==> config.mk <==
export PLATFORM = sky130hd
export DESIGN_NAME = uart_tx_scheduler_flat
export DESIGN_NICKNAME = d
export VERILOG_FILES = /design/src/rtl/uart_tx_scheduler_pkg.sv /design/src/rtl/uart_tx_scheduler_if.sv /design/src/rtl/uart_echo_fifo.sv /design/src/rtl/uart_tx_scheduler.sv /design/src/flat_wrapper.sv
export SDC_FILE = /design/constraint.sdc
export NUM_CORES = 1
export LEC_CHECK = 0
export ABC_AREA = 1
export BUFFER_PORTS_ARGS = -buffer_cell sky130_fd_sc_hd__buf_2
export CAP_MARGIN = 30
export CORE_MARGIN = 10
export CORE_UTILIZATION = 45
export DETAILED_ROUTE_END_ITERATION = 8
export PLACE_DENSITY = 0.7
export SKIP_CTS_REPAIR_TIMING = 1
export SKIP_LAST_GASP = 1
export SLEW_MARGIN = 15
export SYNTH_ARGS = -nofsm -noshare
export SYNTH_HDL_FRONTEND = slang
export SYNTH_SLANG_ARGS = --single-unit
==> constraint.sdc <==
create_clock -name clk -period 3.43 [get_ports clk]
set_clock_uncertainty 0.2 [all_clocks]
set_input_delay 0.686 -clock clk [delete_from_list [all_inputs] [get_ports clk]]
set_output_delay 0.686 -clock clk [all_outputs]
set_load 0.05 [all_outputs]
==> src/rtl/uart_tx_scheduler_pkg.sv <==
// Shared constants for the UART transmit scheduler: arbiter states, source
// encodings and the round-robin pick helper.
package uart_sched_pkg;

  localparam logic [0:0] ST_IDLE  = 1'b0;
  localparam logic [0:0] ST_OFFER = 1'b1;

  typedef logic [1:0] src_t;

  localparam src_t SRC_NONE = 2'd0;
  localparam src_t SRC_ECHO = 2'd1;
  localparam src_t SRC_BTN  = 2'd2;
  localparam src_t SRC_REP  = 2'd3;

  // First requester after `last` in the rotation echo -> button -> repeat -> echo.
  function automatic src_t rr_pick(input src_t last, input logic [3:1] req);
    src_t cand;
    rr_pick = SRC_NONE;
    cand    = last;
    for (int i = 0; i < 3; i++) begin
      cand = (cand == SRC_REP) ? SRC_ECHO : cand + 2'd1;
      if (rr_pick == SRC_NONE && req[cand]) rr_pick = cand;
    end
  endfunction

endpackage

==> src/rtl/uart_tx_scheduler_if.sv <==
// Valid/ready byte handshake between the scheduler and the UART serializer.
interface uart_tx_scheduler_if;
  logic       tx_valid;
  logic [7:0] tx_data;
  logic [1:0] tx_src;
  logic       tx_ready;

  modport master (output tx_valid, tx_data, tx_src, input tx_ready);
  modport slave  (input tx_valid, tx_data, tx_src, output tx_ready);
endinterface

==> src/rtl/uart_echo_fifo.sv <==
// Small power-of-two synchronous FIFO holding received bytes awaiting echo.
module uart_echo_fifo #(
  parameter int DEPTH = 4,
  parameter int W     = 8
) (
  input  logic         clk,
  input  logic         rst_n,
  input  logic         push,
  input  logic         pop,
  input  logic [W-1:0] din,
  output logic [W-1:0] dout,
  output logic         full,
  output logic         empty
);
  localparam int AW = (DEPTH > 1) ? $clog2(DEPTH) : 1;

  logic [W-1:0]  mem [DEPTH];
  logic [AW-1:0] wr_ptr, rd_ptr;
  logic [AW:0]   count;
  logic          do_push, do_pop;

  assign full    = (count == (AW+1)'(DEPTH));
  assign empty   = (count == '0);
  assign do_pop  = pop && !empty;
  // A simultaneous pop frees the slot, so a full FIFO still takes the push.
  assign do_push = push && (!full || do_pop);
  assign dout    = mem[rd_ptr];

  always_ff @(posedge clk or negedge rst_n) begin
    if (!rst_n) begin
      wr_ptr <= '0;
      rd_ptr <= '0;
      count  <= '0;
    end else begin
      if (do_push) wr_ptr <= wr_ptr + 1'b1;
      if (do_pop)  rd_ptr <= rd_ptr + 1'b1;
      case ({do_push, do_pop})
        2'b10:   count <= count + 1'b1;
        2'b01:   count <= count - 1'b1;
        default: ;
      endcase
    end
  end

  always_ff @(posedge clk) begin
    if (do_push) mem[wr_ptr] <= din;
  end
endmodule

==> src/rtl/uart_tx_scheduler.sv <==
// Shares one UART transmitter between the send button, the auto-repeat timer
// and the receive echo path, offering bytes to the serializer by valid/ready.
module uart_tx_scheduler
  import uart_sched_pkg::*;
#(
  parameter int DEBOUNCE_CYCLES = 16,
  parameter int REPEAT_CYCLES   = 1000,
  parameter int ECHO_DEPTH      = 4
) (
  input  logic                clk,
  input  logic                rst_n,
  input  logic                ena,
  input  logic [7:0]          sw_data,
  input  logic                btn_raw,
  input  logic                repeat_sw,
  input  logic                rx_valid,
  input  logic [7:0]          rx_data,
  uart_tx_scheduler_if.master tx,
  output logic                echo_overflow,
  output logic                busy
);
  localparam int DB_W = $clog2(DEBOUNCE_CYCLES) + 1;
  localparam int RP_W = $clog2(REPEAT_CYCLES);
  localparam logic [RP_W-1:0] REP_RELOAD = RP_W'(REPEAT_CYCLES - 1);

  logic            btn_s1, btn_s2, rep_s1, rep_s2;
  logic            btn_db, btn_db_q, btn_rise;
  logic [DB_W-1:0] db_cnt;
  logic [RP_W-1:0] rep_cnt;
  logic            pend_btn, pend_rep;
  logic [7:0]      btn_byte;
  logic [0:0]      state;
  src_t            last_src, pick;
  logic            grant;
  logic            fifo_full, fifo_empty, fifo_pop;
  logic [7:0]      fifo_dout;

  uart_echo_fifo #(.DEPTH(ECHO_DEPTH), .W(8)) u_fifo (
    .clk   (clk),
    .rst_n (rst_n),
    .push  (rx_valid),
    .pop   (fifo_pop),
    .din   (rx_data),
    .dout  (fifo_dout),
    .full  (fifo_full),
    .empty (fifo_empty)
  );

  // Synchronizers and debounce: the level moves only after a full run of
  // DEBOUNCE_CYCLES cycles that all disagree with it.
  always_ff @(posedge clk or negedge rst_n) begin
    if (!rst_n) begin
      {btn_s2, btn_s1} <= 2'b00;
      {rep_s2, rep_s1} <= 2'b00;
      btn_db   <= 1'b0;
      btn_db_q <= 1'b0;
      db_cnt   <= '0;
    end else begin
      {btn_s2, btn_s1} <= {btn_s1, btn_raw};
      {rep_s2, rep_s1} <= {rep_s1, repeat_sw};
      btn_db_q <= btn_db;
      if (btn_s2 == btn_db) begin
        db_cnt <= '0;
      end else if (db_cnt == DB_W'(DEBOUNCE_CYCLES - 1)) begin
        btn_db <= btn_s2;
        db_cnt <= '0;
      end else begin
        db_cnt <= db_cnt + 1'b1;
      end
    end
  end

  assign btn_rise = btn_db && !btn_db_q;
  assign pick     = rr_pick(last_src, {pend_rep, pend_btn, !fifo_empty});
  assign grant    = (state == ST_IDLE) && ena && (pick != SRC_NONE);
  assign fifo_pop = grant && (pick == SRC_ECHO);

  // Request flags; a new request in the granting cycle wins over the clear.
  always_ff @(posedge clk or negedge rst_n) begin
    if (!rst_n) begin
      pend_btn <= 1'b0;
      btn_byte <= 8'h00;
      pend_rep <= 1'b0;
      rep_cnt  <= REP_RELOAD;
    end else begin
      if (grant && pick == SRC_BTN) pend_btn <= 1'b0;
      if (btn_rise && !pend_btn) begin
        pend_btn <= 1'b1;
        btn_byte <= sw_data;
      end
      if (grant && pick == SRC_REP) pend_rep <= 1'b0;
      if (!rep_s2) begin
        rep_cnt  <= REP_RELOAD;
        pend_rep <= 1'b0;
      end else if (rep_cnt == '0) begin
        rep_cnt  <= REP_RELOAD;
        pend_rep <= 1'b1;
      end else begin
        rep_cnt <= rep_cnt - 1'b1;
      end
    end
  end

  always_ff @(posedge clk or negedge rst_n) begin
    if (!rst_n) begin
      echo_overflow <= 1'b0;
    end else if (rx_valid && fifo_full && !fifo_pop) begin
      echo_overflow <= 1'b1;
    end
  end

  always_ff @(posedge clk or negedge rst_n) begin
    if (!rst_n) begin
      state       <= ST_IDLE;
      tx.tx_valid <= 1'b0;
      tx.tx_data  <= 8'h00;
      tx.tx_src   <= SRC_NONE;
      last_src    <= SRC_REP;
    end else begin
      case (state)
        ST_IDLE: if (grant) begin
          tx.tx_valid <= 1'b1;
          tx.tx_src   <= pick;
          last_src    <= pick;
          state       <= ST_OFFER;
          case (pick)
            SRC_ECHO: tx.tx_data <= fifo_dout;
            SRC_BTN:  tx.tx_data <= btn_byte;
            default:  tx.tx_data <= sw_data;
          endcase
        end
        default: if (tx.tx_ready) begin
          tx.tx_valid <= 1'b0;
          tx.tx_src   <= SRC_NONE;
          state       <= ST_IDLE;
        end
      endcase
    end
  end

  assign busy = (state == ST_OFFER) || pend_btn || pend_rep || !fifo_empty;
endmodule

==> src/flat_wrapper.sv <==
// flat-port wrapper written by rule: the top's interface ports become plain ports
module uart_tx_scheduler_flat import uart_sched_pkg::*;
#(
  parameter int DEBOUNCE_CYCLES = 16,
  parameter int REPEAT_CYCLES   = 1000,
  parameter int ECHO_DEPTH      = 4
)
  (clk, rst_n, ena, sw_data, btn_raw, repeat_sw, rx_valid, rx_data, echo_overflow, busy, tx_tx_valid, tx_tx_data, tx_tx_src, tx_tx_ready);
  uart_tx_scheduler_if tx_i ();
  input  logic clk;
  input  logic rst_n;
  input  logic ena;
  input  logic [7:0] sw_data;
  input  logic btn_raw;
  input  logic repeat_sw;
  input  logic rx_valid;
  input  logic [7:0] rx_data;
  output logic echo_overflow;
  output logic busy;
  output wire logic [$bits(tx_i.tx_valid)-1:0] tx_tx_valid;
  output wire logic [$bits(tx_i.tx_data)-1:0] tx_tx_data;
  output wire logic [$bits(tx_i.tx_src)-1:0] tx_tx_src;
  input wire logic [$bits(tx_i.tx_ready)-1:0] tx_tx_ready;
  assign tx_tx_valid = tx_i.tx_valid;
  assign tx_tx_data = tx_i.tx_data;
  assign tx_tx_src = tx_i.tx_src;
  assign tx_i.tx_ready = tx_tx_ready;
  uart_tx_scheduler #(.DEBOUNCE_CYCLES(DEBOUNCE_CYCLES), .REPEAT_CYCLES(REPEAT_CYCLES), .ECHO_DEPTH(ECHO_DEPTH)) u_core (.clk(clk), .rst_n(rst_n), .ena(ena), .sw_data(sw_data), .btn_raw(btn_raw), .repeat_sw(repeat_sw), .rx_valid(rx_valid), .rx_data(rx_data), .tx(tx_i), .echo_overflow(echo_overflow), .busy(busy));
endmodule
Yosys cells after proc, flatten, opt, wreduce, memory -nomap -nowiden

Memory sizes are Yosys's and may differ from the RTL's.
Index checks and enable logic that the tools add are counted.

Add/subtract/negate cells: 9
Multiply operators: 0
Divide/modulo/power cells: 0
Reductions and logical operators: 33
$lt $le $gt $ge: 3
Shifts and indexed selects: 0
Bitwise logic cells: 2
Multiplexer cells: 34
Equality and inequality tests: 13

Operators with widths:

| cell                                                        | count |
|---|---|
| 2-to-1 mux 10 bit                                           | 2 |
| 2-to-1 mux 2 bit                                            | 9 |
| 2-to-1 mux 1 bit                                            | 16 |
| one-hot mux 8 bit (2 select lines)                          | 1 |
| logical AND 1 bit                                           | 13 |
| equality test 2 bit (second input constant)                 | 6 |
| adder 2 x 1 -> 2 bit (second input constant)                | 5 |
| zero test 10 bit                                            | 1 |
| 2-to-1 mux 5 bit                                            | 2 |
| subtractor 10 x 1 -> 10 bit (second input constant)         | 1 |
| less-than comparator 2 x 3 -> 1 bit (second input constant) | 3 |
| nonzero test 2 bit                                          | 4 |
| binary-select mux 1 bit (select 2 bit)                      | 3 |
| one-hot mux 3 bit (2 select lines)                          | 1 |
| AND reduction 2 bit                                         | 3 |
| adder 5 x 1 -> 5 bit (second input constant)                | 1 |
| equality test 5 x 4 -> 1 bit (second input constant)        | 1 |
| zero test 1 bit                                             | 5 |
| equality test 2 x 1 -> 1 bit (second input constant)        | 2 |
| zero test 2 bit                                             | 2 |
| logical OR 1 bit                                            | 4 |
| adder 3 x 1 -> 3 bit (second input constant)                | 1 |
| equality test 3 bit (second input constant)                 | 1 |
| zero test 3 bit                                             | 1 |
| other kinds (5)                                             | 6 |

Memories kept: 1
Output and inout bits: 13
Bits in latches: 0
Bits in read-only memories: 0
Bits in writable memories: 32
Flip-flop bits (word level): 53
Input bits: 23

Memory list:

| memory            | depth | width | rd ports | clocked after memory_dff | wr ports | line                 | text |
|---|---|---|---|---|---|---|---|
| u_core.u_fifo.mem | 4     | 8     | 1        | 0                        | 1        | uart_echo_fifo.sv:17 | `logic [W-1:0] mem [DEPTH];` |

Depth between registers and ports, before layout

Gate-level depths: netlist of run 1.

Depth after elaboration: 19
Gate-level depth with buffers: 19
Mapped depth without buffers: 19

Hierarchy

A second synthesis of run 1 with hierarchy kept.

Cells, all modules: 402
Area, all modules: 3,885.0 um^2

By module, submodules not included:

| module            | sequential area each (um^2) | cells each | area an instance (um^2) | times used |
|---|---|---|---|---|
| uart_tx_scheduler | 1,163.6                     | 269        | 2,235.9                 | 1 |
| uart_echo_fifo    | 1,136.1                     | 133        | 1,649.1                 | 1 |

Worst setup path before layout of run 1

Ideal clock, no wire load.

Path type: register -> register
Start point: register u_core.last_src[0]
End point: memory u_core.u_fifo.mem[0][0], enable pin
Arrival time: 2.298 ns
Cell stages (with the launch flop): 14
Clock period less this slack: 2.868 ns
Library setup time: 0.371 ns
Path slack: 0.562 ns
Path through: dfstp_2 > inv_1 > ha_1 > inv_1 > nand3_1 > nand2_1 > nor2_2 > nand2_1 > nand3_1 > o21bai_4 > nand3_4 > nand3_2 > nand2_1 > nor2_1

Word-level cells in the longest chain between the ends: 19

Ends and longest elaborated chain:

| item                                                                         | line                        | text |
|---|---|---|
| start, declared                                                              | uart_tx_scheduler.sv:33     | `src_t last_src, pick;` |
| start signal, assigned                                                       | uart_tx_scheduler.sv:124    | `last_src <= pick;` |
| adder 2 x 1 -> 2 bit / equality test 2 bit (equally long branches)           | uart_tx_scheduler_pkg.sv:21 | `cand = (cand == SRC_REP) ? SRC_ECHO : cand + 2'd1;` |
| 2-to-1 mux 2 bit *                                                           | uart_tx_scheduler_pkg.sv:21 |  |
| parallel branches: the longest is 8 deep, another holds adder 2 x 1 -> 2 bit | n/a                         |  |
| 2-to-1 mux 2 bit *                                                           | uart_tx_scheduler_pkg.sv:22 | `if (rr_pick == SRC_NONE && req[cand]) rr_pick = cand;` |
| nonzero test 2 bit                                                           | uart_tx_scheduler.sv:75     | `assign grant = (state == ST_IDLE) && ena && (pick != SRC_NONE);` |
| logical AND 1 bit                                                            | uart_tx_scheduler.sv:75     |  |
| logical AND 1 bit *                                                          | uart_tx_scheduler.sv:76     | `assign fifo_pop = grant && (pick == SRC_ECHO);` |
| logical AND 1 bit *                                                          | uart_echo_fifo.sv:24        | `assign do_pop = pop && !empty;` |
| logical OR 1 bit *                                                           | uart_echo_fifo.sv:26        | `assign do_push = push && (!full \|\| do_pop);` |
| logical AND 1 bit *                                                          | uart_echo_fifo.sv:26        |  |
| 2-to-1 mux 1 bit *                                                           | uart_echo_fifo.sv:46        | `if (do_push) mem[wr_ptr] <= din;` |
| 2-to-1 mux 1 bit (not written as such) *                                     | uart_echo_fifo.sv:46        |  |
| end, declared                                                                | uart_echo_fifo.sv:17        |  |

Every way passes the cells marked *. The select of a mux whose other input is x is not followed.

Final worst setup path of run 1

Start point: register u_core.last_src[0]
End point: register u_core.u_fifo.count[2]

Word-level cells in the longest chain between the ends: 19

Ends and longest elaborated chain:

| item                                                                            | line                        | text |
|---|---|---|
| adder 2 x 1 -> 2 bit / equality test 2 bit (equally long branches)              | uart_tx_scheduler_pkg.sv:21 |  |
| 2-to-1 mux 2 bit *                                                              | uart_tx_scheduler_pkg.sv:21 |  |
| parallel branches: the longest is 8 deep, another holds adder 2 x 1 -> 2 bit    | n/a                         |  |
| 2-to-1 mux 2 bit *                                                              | uart_tx_scheduler_pkg.sv:22 |  |
| nonzero test 2 bit                                                              | uart_tx_scheduler.sv:75     |  |
| logical AND 1 bit                                                               | uart_tx_scheduler.sv:75     |  |
| logical AND 1 bit *                                                             | uart_tx_scheduler.sv:76     |  |
| logical AND 1 bit *                                                             | uart_echo_fifo.sv:24        |  |
| logical OR 1 bit                                                                | uart_echo_fifo.sv:26        |  |
| logical AND 1 bit                                                               | uart_echo_fifo.sv:26        |  |
| equality test 2 x 1 -> 1 bit / equality test 2 bit (equally long branches)      | uart_echo_fifo.sv:37        | `case ({do_push, do_pop})` |
| one-hot mux 3 bit (2 select lines) / nonzero test 2 bit (equally long branches) | n/a                         |  |
| end signal, assigned                                                            | uart_echo_fifo.sv:38        | `2'b10: count <= count + 1'b1;` |
| end signal, assigned                                                            | uart_echo_fifo.sv:39        | `2'b01: count <= count - 1'b1;` |
| end, declared                                                                   | uart_echo_fifo.sv:19        | `logic [AW:0] count;` |

Marked as above.
A chain may end at the register's enable or synchronous reset.

==> flow_summary.json, run 1 <==
{
  "worst_pin_slew_ns": 0.5123,
  "syn_avg_cell_area_um2": 10.26,
  "arrival_ns": 3.12,
  "cp_top_family": "simple AND/OR/NAND/NOR gates",
  "path_max_fanout": 9,
  "postSynthCellCount": 371,
  "num_antenna_cells": 0,
  "critical_path_class": "register to register",
  "wl_mm": 7.604,
  "row_count": 33,
  "cp-end-kind": "register",
  "wl_per_cell_um": 14.37,
  "cp_slowest_cell": "dfstp_2",
  "hold_violations": 0,
  "drv_cap": 0,
  "slew_headroom_pct": 65.81,
  "outcome": "finished, final reports clean",
  "nets": 452,
  "power_mw": 4.373,
  "crit_top_cell": "nand2_1",
  "die_x_um": 112.0,
  "synthArstFlopShare_pct": 62.35,
  "overflow": 0,
  "leakage_nw": 1.990,
  "cp_data_required_time_ns": 3.48,
  "critPathLaunchType": "register",
  "vias": 2693,
  "ys.flop_type": "dfrtp_1",
  "synth_enable_flop_cells": 32,
  "cts-root-buf": "clkbuf_8",
  "post-place-ws_ns": 0.3731,
  "fmax_mhz": 326.2,
  "die_area_mm2": 0.01254,
  "mostFrequentLayoutCell": "nand2_1",
  "io-pin-count": 36,
  "synth_top_cell_by_area": "dfrtp_1",
  "tns_ns": 0,
  "powerDensity_mw_per_mm2": 1003,
  "synth_fp_nets": 404,
  "hpwlAfterDp_mm": 5.433,
  "ys.warnings.count": 0,
  "syn2layout_area_growth_pct": 14.56,
  "layout_common_cells": "nand2_1 (84), dfrtp_1 (43), nor2_1 (37)",
  "path_cells": "inv_1, ha_1, inv_1, nand3_1, nand2_1, nor2_2, nand2_1, nand3_1, o21bai_4, nand2_4, clkinv_4, nand3_4, fa_1, o21ai_1, nand2_1, nand2_1, nand2_1",
  "cts.clk_slew.worst_paths_ns": 0.09,
  "first_global_vias": 2665,
  "peakVddDrop_v": 0.0004678,
  "tritoncts": "done",
  "post-route-period-util_pct": 89.37,
  "cts_buffers": 9,
  "syn_area_mm2": 0.003807,
  "ant_nets": 0,
  "yosys-top-cells-area": "dfrtp_1 (28%), edfxtp_1 (25%), nand2_1 (8.3%)",
  "ys_seq_area_share_pct": 60.40,
  "grtUsageTotal_pct": 12.10,
  "hold_class": "input port to async pin",
  "slew_violations": 0,
  "core_mm2": 0.008217,
  "start_util_pct": 46.34,
  "first_iter_violations": 103,
  "slowest_delay_ns": 0.55,
  "fin_ws_ns": 0.3646,
  "clk_latency_ns": 0.35,
  "yosys_register_bits": 85,
  "vias_per_cell": 5.091,
  "drc_errors": 0,
  "synth.top_cell.area_share_pct": 28.26,
  "numPortBuffers": 35,
  "die_height_um": 112.0,
  "finalCriticalPeriod_ns": 3.065,
  "grt_max_degree": 35,
  "setup_violations": 0,
  "synthDistinctLibCells": 37,
  "cts_max_path_buffers": 2,
  "drive_gt1_share_pct": 22.17,
  "grt_pass1_wl_mm": 12.45,
  "drt-pass1-iter-count": 4,
  "path_buf_inv": 3,
  "place_congestion": 0.8043,
  "rsz0062_at_grt": "no",
  "cts_sinks": 85,
  "antenna_found_initial": 0,
  "htree_levels": 3
}
[through the flow]
stage               hold slack, ns  instance area (um2)  std cells  util, %
floorplan                   0.1312                 3807        371        -
global placement            0.1322                 4145        513    50.45
detailed placement          0.1385                 4145        513    50.45
CTS                        0.06908                 4362        529    53.08
global route               0.09205                 4362        529    53.08
finish                     0.06468                 4362        529    53.08
[worst paths after layout]
kind	from	endpoint	cells after the start	slack, ns
hold reg to reg	u_core.btn_s1	u_core.btn_s2	0	0.15
setup reg to reg	u_core.last_src[0]	u_core.u_fifo.count[2]	17	0.36
min in group clk	u_core.btn_s1	u_core.btn_s2	0	0.15
setup / recovery	u_core.last_src[0]	u_core.u_fifo.count[2]	17	0.36
hold / removal	rst_n	u_core.tx.tx_valid	1	0.06
max in group asynchronous	rst_n	u_core.rep_cnt[2]	2	2.14
[sequential cells by signal (all words and copies together), names as in the netlist, 2 cells and up]
signal                cells
u_core.btn_byte           8
u_core.rep_cnt           10
u_core.u_fifo.mem        32
u_core.u_fifo.rd_ptr      2
u_core.u_fifo.wr_ptr      2
u_core.u_fifo.count       3
u_core.tx.tx_src          2
u_core.db_cnt             5
u_core.last_src           2
u_core.tx.tx_data         8
[routing by layer]
metal  routed length [um]  global-route usage [%]  up-vias  part of all wire [%]
li1                     -                       -     1324                     -
met1                 3414                   14.85     1295                    45
met2                 3630                   19.43       64                    48
met3                  473                   4.133       10                   6.2
met4                   85                   4.230        0                   1.1
met5                    0                       0        -                     0
[cell type report]
cell class / instances / area [um2]
Clock buffer: 11 / 141.4
Clock inverter: 5 / 75.07
Fill cell: 697 / 3855
Inverter: 39 / 151.4
Multi-Input combinational cell: 242 / 1335
Sequential cell: 85 / 2300
Tap cell: 105 / 131.4
Timing Repair Buffer: 42 / 227.7
[synthesized netlist by cell type (3+ instances only)]
cell type / number
o21ai_1: 6
xor2_1: 6
edfxtp_1: 32
dfstp_2: 10
a21oi_1: 4
nand3_1: 28
nand2_1: 84
inv_1: 36
mux2_2: 9
nor2_1: 37
o22ai_1: 8
dfrtp_1: 43
o21ai_0: 23
clkbuf_1: 3
ha_1: 9
nor3_1: 3
[cells by family after synthesis]
logic type,after synthesis,share of synthesized area (%)
and+or+nand+nor,167,19.65
DFF,85,60.40
AOI/OAI and AO/OA,48,7.427
buffers and inverters,44,4.535
adders and majority gates,10,3.483
muxes,9,2.662
xor gates and xnor gates,8,1.840
[worst reg2reg max path, cell delays in order (launching register included)]
cell and delay [ns]:
dfstp_2 0.55, inv_1 0.05, ha_1 0.32, inv_1 0.10, nand3_1 0.12, nand2_1 0.11, nor2_2 0.06, nand2_1 0.07
nand3_1 0.12, o21bai_4 0.25, nand2_4 0.14, clkinv_4 0.11, nand3_4 0.08, fa_1 0.39, o21ai_1 0.12, nand2_1 0.08
nand2_1 0.05, nand2_1 0.04
[power breakdown]
part	switching [mW]	leakage, nW	internal, mW
Sequential	0.157	0.932	1.31
Clock	0.345	0.113	0.427
Combinational	1.48	0.945	0.664
Total	1.98	1.99	2.40
(Power assumes the default switching activity.)
==> run 2: changes to the inputs <==
BUFFER_PORTS_ARGS = default   (was -buffer_cell sky130_fd_sc_hd__buf_2)
DONT_BUFFER_PORTS = 1   (was default)
PLACE_DENSITY = 0.67   (was 0.7)
==> run 2 against run 1 <==
  * Worst setup slack better by 0.011 ns
  * Die area unchanged
  * Sequential share of layout area increased by 2.1 points
  * Via count fell by 7.8%
  * Power down 2.9%
  * Global-route usage is 0.21 points lower
  * Largest cell class unchanged
  * Sequential cell count is the same
  * Highest routed layer unchanged
==> flow_summary.json, run 2 (synthesis results as in run 1) <==
{
  "mostFrequentLayoutCell": "nand2_1",
  "io-pin-count": 36,
  "antenna_found_initial": 0,
  "arrival_ns": 3.10,
  "worst_pin_slew_ns": 0.6181,
  "fmax_mhz": 327.3,
  "tritoncts": "done",
  "cts_sinks": 85,
  "cts.clk_slew.worst_paths_ns": 0.10,
  "vias": 2483,
  "largest_reg_flops": 32,
  "start_util_pct": 46.34,
  "die_height_um": 112.0,
  "hold_violations": 0,
  "layout_common_cells": "nand2_1 (84), dfrtp_1 (43), nor2_1 (37)",
  "numPortBuffers": 0,
  "hold_class": "register to register",
  "post-route-period-util_pct": 89.06,
  "r2r_cells": 17,
  "dp.cells": 476,
  "drt-pass1-iter-count": 5,
  "ff_latch_area_mm2": 0.002300,
  "peakVddDrop_v": 0.0004413,
  "largest-register": "u_core.u_fifo.mem",
  "grt_pass1_wl_mm": 12.16,
  "nets": 417,
  "cts_max_path_buffers": 2,
  "first_global_vias": 2449,
  "syn2layout_area_growth_pct": 10.22,
  "num_antenna_cells": 0,
  "place_congestion": 0.8245,
  "first_iter_violations": 97,
  "min-delay-start": "u_core.btn_s1",
  "outcome": "finished, final reports clean",
  "rsz0062_at_grt": "no",
  "overflow": 0,
  "cp_data_required_time_ns": 3.47,
  "r2r_slack_ns": 0.38,
  "crit_top_cell": "nand2_1",
  "vias_per_cell": 5.026,
  "multiInputGateArea_mm2": 0.001335,
  "wl_per_cell_um": 14.76,
  "drc_errors": 0,
  "setup_violations": 0,
  "reg_top3": "u_core.u_fifo.mem: 32 flops, u_core.rep_cnt: 10 flops",
  "slew_headroom_pct": 58.64,
  "clk_latency_ns": 0.35,
  "finalCriticalPeriod_ns": 3.055,
  "grtUsageTotal_pct": 11.89,
  "nFillCells": 741,
  "drive_gt1_share_pct": 15.17,
  "htree_levels": 3,
  "leakage_nw": 1.849,
  "reg2reg_from": "u_core.last_src[0]",
  "cts-root-buf": "clkbuf_8",
  "wl_mm": 7.290,
  "reg2reg_to": "u_core.u_fifo.count[2]",
  "critical_path_class": "register to register",
  "min_path_cells": 0,
  "path_max_fanout": 9,
  "die_x_um": 112.0,
  "core_mm2": 0.008217,
  "tns_ns": 0,
  "critPathLaunchType": "register",
  "hpwlAfterDp_mm": 5.159,
  "whs_endpoint": "u_core.btn_s2",
  "cp_slowest_cell": "dfstp_2",
  "die_area_mm2": 0.01254,
  "ant_nets": 0,
  "slew_violations": 0,
  "cts_buffers": 9,
  "path_cells": "inv_1, ha_1, inv_1, nand3_1, nand2_1, nor2_2, nand2_1, nand3_1, o21bai_4, nand2_4, clkinv_4, nand3_4, fa_1, o21ai_1, nand2_1, nand2_1, nand2_1",
  "grt_max_degree": 54,
  "row_count": 33,
  "stdcell_count": 494,
  "cp-end-kind": "register",
  "slowest_delay_ns": 0.55,
  "drv_cap": 0,
  "powerDensity_mw_per_mm2": 1012
}
[run 2: power by group]
part,internal (mW),switching [mW]
Combinational,0.607,1.21
Sequential,1.30,0.398
Clock,0.348,0.383
Total,2.26,1.99
[run 2: metal layers]
layer	global-route usage [%]	share of wire [%]	vias up
met1	14.88	46	1176
met3	4.509	6.4	4
li1	-	-	1249
met2	17.95	47	54
met4	5.161	0.70	0
met5	0	0	-
[run 2: worst max-delay path by stage]
stage	startpoint	to	slack, ns	cells after the start
floorplan	u_core.last_src[0]	u_core.u_fifo.mem[0][0]	0.56	13
global placement	u_core.last_src[0]	u_core.u_fifo.count[2]	0.53	17
detailed placement	u_core.last_src[0]	u_core.u_fifo.count[2]	0.40	17
CTS	u_core.last_src[0]	u_core.u_fifo.count[2]	0.38	17
global route	u_core.last_src[0]	u_core.u_fifo.count[2]	0.16	17
finish	u_core.last_src[0]	u_core.u_fifo.count[2]	0.38	17
[run 2: cell type report]
| class | count | share of cell area (%) |
|---|---|---|
| multi-input combinational | 242 | 31.81 |
| clock buffer | 9 | 2.952 |
| timing repair buffer | 7 | 1.789 |
| inverter | 39 | 3.608 |
| sequential | 85 | 54.80 |
| clock inverter | 7 | 1.908 |
| tap | 105 | 3.131 |
[run 2: metrics by stage]
stage	hold slack [ns]	instance area, um2	util, %	total power, mW	worst slack (ns)
finish	0.1434	4197	51.07	4.247	0.3751
global route	0.1099	4197	51.07	4.615	0.1589
CTS	-0.2059	4159	50.62	4.250	0.3803
detailed placement	0.1370	3955	48.13	3.513	0.3967
global placement	0.1348	3955	48.13	3.454	0.5270
floorplan	0.1312	3807	-	3.094	0.5616
[run 2: worst max-delay path, delay by kind of cell, from the launching register on]
family                     cells  cell delay [ns]
AOI/OAI and AO/OA              2             0.37
and+or+nand+nor               10             0.85
buffers and inverters          3             0.26
adders and majority gates      2             0.73
DFF                            1             0.55
==> run 3: changes to the inputs <==
CTS_CLUSTER_DIAMETER = 30   (was default)
RECOVER_POWER = 25   (was default)
==> run 3 against run 2 <==
  * Worst setup slack got worse by 0.0019 ns
  * Sequential share of layout area rose by 0.30 points
  * Via count is 0.28% lower
  * Count of clock-buffer cells in the layout is the same
  * Final cell count unchanged
  * Highest routed layer unchanged
  * Wire length fell by 0.27%
  * Fmax hardly changed
==> flow_summary.json, run 3 (synthesis results as in run 1) <==
{
  "slew_headroom_pct": 14.39,
  "syn2layout_area_growth_pct": 9.629,
  "die_height_um": 112.0,
  "place_congestion": 0.8245,
  "overflow": 0,
  "drt-pass1-iter-count": 5,
  "path_max_fanout": 9,
  "cts_buffers": 9,
  "grt_max_degree": 54,
  "io-pin-count": 36,
  "slew_violations": 0,
  "post-place-ws_ns": 0.3967,
  "dpl_cell_area_mm2": 0.003955,
  "top_layer_used": "met4",
  "layout_common_cells": "nand2_1 (84), dfrtp_1 (43), nor2_1 (37)",
  "row_count": 33,
  "cts.clk_slew.worst_paths_ns": 0.10,
  "crit_top_cell": "nand2_1",
  "num_antenna_cells": 0,
  "cp_data_required_time_ns": 3.48,
  "leakage_nw": 1.841,
  "wl_per_cell_um": 14.72,
  "path_cells": "inv_1, ha_1, inv_1, nand3_1, nand2_1, nor2_2, nand2_1, nand3_1, o21bai_4, nand2_4, clkinv_4, nand3_4, fa_1, o21ai_1, nand2_1, nand2_1, nand2_1",
  "die_area_mm2": 0.01254,
  "antenna_found_initial": 0,
  "met1Wirelength_mm": 3.306,
  "cts_sinks": 85,
  "first_global_vias": 2449,
  "critical_path_class": "register to register",
  "hold_class": "register to register",
  "drive_gt1_share_pct": 15.17,
  "peakVddDrop_v": 0.0004403,
  "hold_violations": 0,
  "powerDensity_mw_per_mm2": 1016,
  "p_sw_share_pct": 46.87,
  "clkPwrFrac_pct": 17.2,
  "wl_met2_mm": 3.432,
  "post-route-period-util_pct": 89.12,
  "core_mm2": 0.008217,
  "hpwlAfterDp_mm": 5.159,
  "cp-end-kind": "register",
  "numPortBuffers": 0,
  "first_iter_violations": 99,
  "tritoncts": "done",
  "vias_per_cell": 5.012,
  "pwr-share-comb_pct": 42.7,
  "arrival_ns": 3.10,
  "fin_ws_ns": 0.3732,
  "power_mw": 4.240,
  "drv_cap": 0,
  "start_util_pct": 46.34,
  "fmax_mhz": 327.1,
  "fin_area_mm2": 0.004174,
  "nets": 417,
  "dr_wl_met3_um": 479,
  "largest_reg_flops": 32,
  "cts-root-buf": "clkbuf_8",
  "setup_violations": 0,
  "ant_nets": 0,
  "cp_slowest_cell": "dfstp_2",
  "htree_levels": 3,
  "mostFrequentLayoutCell": "nand2_1",
  "critPathLaunchType": "register",
  "slowest_delay_ns": 0.55,
  "power_switching_mw": 1.987,
  "outcome": "finished, final reports clean",
  "finalCriticalPeriod_ns": 3.057,
  "grt_pass1_wl_mm": 12.16,
  "p_seq_share_pct": 40.0,
  "p_int_mw": 2.253,
  "rsz0062_at_grt": "no",
  "drc_errors": 0,
  "clk_latency_ns": 0.35,
  "wl_mm": 7.270,
  "cts_max_path_buffers": 2,
  "vias": 2476,
  "tns_ns": 0,
  "grtUsageTotal_pct": 11.89,
  "reg_top3": "u_core.u_fifo.mem: 32 flops, u_core.rep_cnt: 10 flops",
  "cp_top_family": "simple AND/OR/NAND/NOR gates",
  "largest-register": "u_core.u_fifo.mem",
  "worst_pin_slew_ns": 1.284,
  "path_buf_inv": 3,
  "die_x_um": 112.0
}
==> run 3: cell types whose count changed in the layout (fill, tap and decap cells not counted), sizes merged <==
cell,before,now
buf,6,5
clkbuf,9,10
==> run 3: worst register-to-register path: stages (launching register included) <==
cell      delay (ns)
dfstp_2         0.55
inv_1           0.06
ha_1            0.32
inv_1           0.09
nand3_1         0.12
nand2_1         0.13
nor2_2          0.06
nand2_1         0.06
nand3_1         0.11
o21bai_4        0.25
nand2_4         0.13
clkinv_4        0.11
nand3_4         0.08
fa_1            0.41
o21ai_1         0.12
nand2_1         0.07
nand2_1         0.05
nand2_1         0.05
==> run 3: path summary, 6_finish.rpt <==
kind | to | depth (start not counted) | from | slack [ns]
min | u_core.btn_s2 | 0 | u_core.btn_s1 | 0.14
min in group asynchronous | u_core.rep_cnt[4] | 2 | rst_n | 0.98
max in group asynchronous | u_core.u_fifo.wr_ptr[1] | 2 | rst_n | 1.28
max reg2reg | u_core.u_fifo.count[2] | 17 | u_core.last_src[0] | 0.37
min reg2reg | u_core.btn_s2 | 0 | u_core.btn_s1 | 0.14
max | u_core.u_fifo.count[2] | 17 | u_core.last_src[0] | 0.37
==> run 3: per-layer routing <==
| metal | vias to the layer above | global-route usage (%) |
|---|---|---|
| met2 | 58 | 17.95 |
| li1 | 1248 | - |
| met5 | - | 0 |
| met4 | 0 | 5.161 |
| met3 | 4 | 4.509 |
| met1 | 1166 | 14.88 |
==> run 3: layout make-up <==
| cell class | instances | area (um2) |
|---|---|---|
| clock inverters | 7 | 80.08 |
| flip-flops and latches | 85 | 2300 |
| fillers | 744 | 4043 |
| inverters | 39 | 151.4 |
| multi-input cells | 242 | 1335 |
| well taps | 105 | 131.4 |
| clock buffers | 9 | 123.9 |
| repair buffers | 7 | 52.55 |
==> run 3: power groups by stage <==
stage                     clock, mW  combinational (mW)  sequential [mW]
after floorplan                   0                1.45             1.65
after global placement            0                1.74             1.71
after detailed placement          0                1.79             1.72
after CTS                     0.751                1.80             1.70
after global routing          0.800                2.08             1.73
final                         0.730                1.81             1.70
==> run 3: per-stage QoR <==
step                      std cells  hold slack [ns]  util (%)
after global placement          476           0.1348     48.13
final                           494           0.1434     50.80
after global routing            494           0.1099     50.80
after floorplan                 371           0.1312         -
after CTS                       492          -0.2059     50.62
after detailed placement        476           0.1370     48.13
